--- config.mk ---
export PLATFORM = sky130hd
export DESIGN_NAME = seq_logic_shifter
export DESIGN_NICKNAME = d
export VERILOG_FILES = /design/src/rtl/seq_logic_shifter.sv
export SDC_FILE = /design/constraint.sdc
export NUM_CORES = 1
export LEC_CHECK = 0
export CAP_MARGIN = 0
export CORE_MARGIN = 2
export CORE_UTILIZATION = 50
export DETAILED_ROUTE_END_ITERATION = 7
export HOLD_SLACK_MARGIN = 0.06
export PLACE_DENSITY_LB_ADDON = 0.2
export SYNTH_ARGS = -nofsm -noshare
export SYNTH_HDL_FRONTEND = slang
export SYNTH_SLANG_ARGS = --single-unit
--- constraint.sdc ---
create_clock -name clk -period 3.6 [get_ports clk]
set_input_delay 0.72 -clock clk [delete_from_list [all_inputs] [get_ports clk]]
set_output_delay 0.72 -clock clk [all_outputs]
set_load 0.005 [all_outputs]
--- src/rtl/seq_logic_shifter.sv ---
// seq_logic_shifter: multi-cycle logical/rotate shifter, one bit position per clock over valid/ready
module seq_logic_shifter #(
   parameter int WIDTH = 8,
   parameter int SHW   = 3
) (
   input  logic             clk,
   input  logic             rst,
   input  logic             in_valid,
   output logic             in_ready,
   input  logic [WIDTH-1:0] di,
   input  logic [SHW-1:0]   amt,
   input  logic [1:0]       sel,
   output logic             out_valid,
   input  logic             out_ready,
   output logic [WIDTH-1:0] so,
   output logic             busy
);
   typedef enum logic [1:0] {IDLE, SHIFT, DONE} state_t;
   state_t           state_q;
   logic [WIDTH-1:0] so_q, so_d;
   logic [SHW-1:0]   cnt_q;
   logic [1:0]       mode_q;
   logic             in_ready_q, out_valid_q, busy_q;
   // mode: 00 lsl, 01 lsr, 10 rol, 11 ror; rotates recirculate the exiting bit
   always_comb
      so_d = mode_q == 2'b00 ? {so_q[WIDTH-2:0], 1'b0} :
             mode_q == 2'b01 ? {1'b0, so_q[WIDTH-1:1]} :
             mode_q == 2'b10 ? {so_q[WIDTH-2:0], so_q[WIDTH-1]} :
                               {so_q[0], so_q[WIDTH-1:1]};
   always_ff @(posedge clk) begin
      if (rst) begin
         state_q     <= IDLE;
         so_q        <= '0;
         cnt_q       <= '0;
         mode_q      <= 2'b00;
         in_ready_q  <= 1'b1;
         out_valid_q <= 1'b0;
         busy_q      <= 1'b0;
      end else begin
         case (state_q)
            IDLE: if (in_valid) begin
               so_q       <= di;
               mode_q     <= sel;
               cnt_q      <= amt;
               in_ready_q <= 1'b0;
               busy_q     <= 1'b1;
               if (amt == '0) begin
                  state_q     <= DONE;
                  out_valid_q <= 1'b1;
               end else begin
                  state_q <= SHIFT;
               end
            end
            SHIFT: begin
               so_q  <= so_d;
               cnt_q <= cnt_q - SHW'(1);
               if (cnt_q == SHW'(1)) begin
                  state_q     <= DONE;
                  out_valid_q <= 1'b1;
               end
            end
            DONE: if (out_ready) begin
               state_q     <= IDLE;
               out_valid_q <= 1'b0;
               in_ready_q  <= 1'b1;
               busy_q      <= 1'b0;
            end
            default: state_q <= IDLE;
         endcase
      end
   end
   assign in_ready  = in_ready_q;
   assign out_valid = out_valid_q;
   assign busy      = busy_q;
   assign so        = so_q;
endmodule

==> results_dict.tcl <==
set metrics [dict create \
    die_w_um 49.41 \
    slowest_delay_ns 0.59 \
    hold_path.class "register to register" \
    setup_viol_count_final 0 \
    max_cap_viol_count 0 \
    wl_per_cell_um 13.60 \
    cts_sinks 18 \
    cts_made_buffers 3 \
    initial_utilization_pct 52.55 \
    fillers 176 \
    cp_cell_sequence "clkdlybuf4s50_1, nor2b_2, a211oi_2, or3b_1, mux2_4" \
    ant_nets 0 \
    cp_top_family "buffers and inverters" \
    final_common_cell "clkdlybuf4s50_1" \
    tns_ns 0 \
    drc 0 \
    p_leak_uw 0.0004827 \
    clock_latency_ns 0.30 \
    holdBufCountCts 0 \
    syn_nets 150 \
    ys_ff_latch 18 \
    synth_area_mm2 0.001031 \
    grt_max_degree 23 \
    critPathRequiredTime_ns 3.81 \
    end_kind "register" \
    fin_ws_ns 1.449 \
    grt_antenna_before_repair 0 \
    worstMarginPinSlew_ns 0.7507 \
    die_h_um 49.41 \
    drt-vias-per-instance 5.528 \
    routabilityCongestion 0.7484 \
    overflow 0 \
    drtIter0Drc 12 \
    outcome "finished clean" \
    vdd_drop_max_mv 0.4451 \
    cts-htree-levels 1 \
    nets 175 \
    ys_warn_count 0 \
    core_area_mm2 0.001962 \
    ys_seq_area_share_pct 34.95 \
    start_kind "input pin" \
    cp_max_fo 7 \
    cp_num_buf_inv 1 \
    grt_pass1_vias 921 \
    drv_slew 0 \
    area_delta_synth_final_pct 30.10 \
    synth_area_per_cell_um2 8.118 \
    yosysUniqueCellTypes 30 \
    fin_crit_ns 2.151 \
    io_pins 28 \
    post_cts_buffers 0 \
    placed_area_mm2 0.001305 \
    max_slew_margin_pct 49.95 \
    syn-instance-count 127 \
    worstPathArrival_ns 2.36 \
    rsz0062_at_grt "false" \
    grt_pass1_wl_um 4050 \
    placementRows 16 \
    place_hpwl_um 1764 \
    dr.pass1.iters 4 \
    cts_resized 0 \
    cts_tree "built" \
    pre_cts_slack_ns 1.150 \
    drive_gt1_share_pct 5.960 \
    grt_usage_pct 21.62 \
    vias 984 \
    portBuffers 27 \
    wirelength_um 2420 \
    finalCritPeriodShare_pct 59.74 \
    clk_root_buffer_cell "clkbuf_4" \
    final_cell_mix "clkdlybuf4s50_1, nand2_1, dfxtp_1" \
    die_area_mm2 0.002441 \
    critPathSlowestCell "clkdlybuf4s50_1" \
    clk_pin_slew_ns 0.10 \
    pwr_density_cell_mw_per_mm2 787.1 \
    hold_viol 0 \
    path_class "input pin to register" \
    final_area_mm2 0.001341 \
    fin_skew_ns 0.003999 \
    ctsLongestPathBuffers 2 \
    antenna_cells 0 \
    fmax_mhz 464.9 \
]
final timing paths:
| path | from | endpoint | slack, ns | depth (start not counted) |
|---|---|---|---|---|
| min | mode_q[1] | mode_q[1] | 0.49 | 2 |
| min reg2reg | mode_q[1] | mode_q[1] | 0.49 | 2 |
| max reg2reg | state_q[1] | cnt_q[0] | 1.49 | 5 |
| max | in_valid | out_valid | 1.45 | 5 |
metal layers:
metal | up-vias | track usage (%) | wire, µm
met5 | - | 0 | 0
met4 | 0 | 9.259 | 37
met3 | 5 | 6.135 | 153
met2 | 29 | 36.04 | 1150
met1 | 455 | 25.86 | 1079
li1 | 495 | - | -
worst reg2reg max path, cell delays in order, from the launching register on:
cell and delay, ns:
dfxtp_1 0.36, inv_1 0.09, ha_1 0.64, mux2_2 0.48, o21ai_0 0.13, a221oi_1 0.32
cell type report:
type / count / area [µm²] / share of cell area (%)
Clock buffer: 4 / 36.28 / 2.705
Inverter: 6 / 22.52 / 1.679
Multi-Input combinational cell: 96 / 618.1 / 46.08
Sequential cell: 18 / 360.3 / 26.87
Tap cell: 27 / 33.78 / 2.519
Timing Repair Buffer: 27 / 270.3 / 20.15
metrics by stage:
stage | util, % | std cells | total power, µW | hold slack [ns]
after global placement | 66.52 | 174 | 906.9 | 0.4618
after CTS | 68.37 | 178 | 1061 | 0.4867
after global routing | 68.37 | 178 | 1145 | 0.5040
after detailed placement | 66.52 | 174 | 929.2 | 0.4721
final | 68.37 | 178 | 1056 | 0.4851
after floorplan | - | 127 | 739.9 | 0.4501
sequential cells by signal, summed over array words and instances (netlist names):
| name | cells |
|---|---|
| in_ready | 1 |
| state_q | 2 |
| out_valid | 1 |
| so | 8 |
| mode_q | 2 |
| cnt_q | 3 |
| busy | 1 |
logic make-up (layout without fill, tap and decap cells):
family,after synthesis,count (layout),share of synthesized area (%)
AO/OA/AOI/OAI,36,36,22.82
multiplexers,9,9,9.344
buffers and inverters,13,37,5.097
flip-flops,18,18,34.95
adder cells (fa/ha/maj),6,6,7.281
AND/OR/NAND/NOR,45,45,20.51
power by group:
| group | switching (µW) | leakage, µW | internal, µW |
|---|---|---|---|
| registers | 69.6 | 0.000148 | 274 |
| logic | 298 | 0.000313 | 287 |
| clock network | 65.4 | 0.0000210 | 61.8 |
| total | 433 | 0.000483 | 623 |
cell usage after synthesis:
master      n  area (µm²)
a2111oi_0   1       8.760
a211oi_1    1       7.510
a211oi_2    1       12.51
a21oi_1    16       80.08
a221oi_1    1       8.760
a22oi_1     1       7.510
a311oi_1    1       8.760
buf_1       2       7.510
buf_2       3       15.01
clkbuf_1    2       7.510
dfxtp_1    18       360.4
ha_1        6       75.07
inv_1       6       22.52
mux2_2      1       11.26
mux2_4      1       15.01
mux2i_1     7       70.07
nand2_1    20       75.07
nand2b_1    2       12.51
nand2b_4    1       13.76
nand3_1     5       25.02
nor2_1      9       33.78
nor2b_1     3       18.77
nor2b_2     1       8.760
nor3_1      3       15.01
o211ai_1    9       67.56
o21a_1      1       7.510
o21ai_0     2       10.01
o21bai_1    1       7.510
o2bb2ai_1   1       8.760
or3b_1      1       8.760
Note: power is estimated with default switching activity, not from simulation.
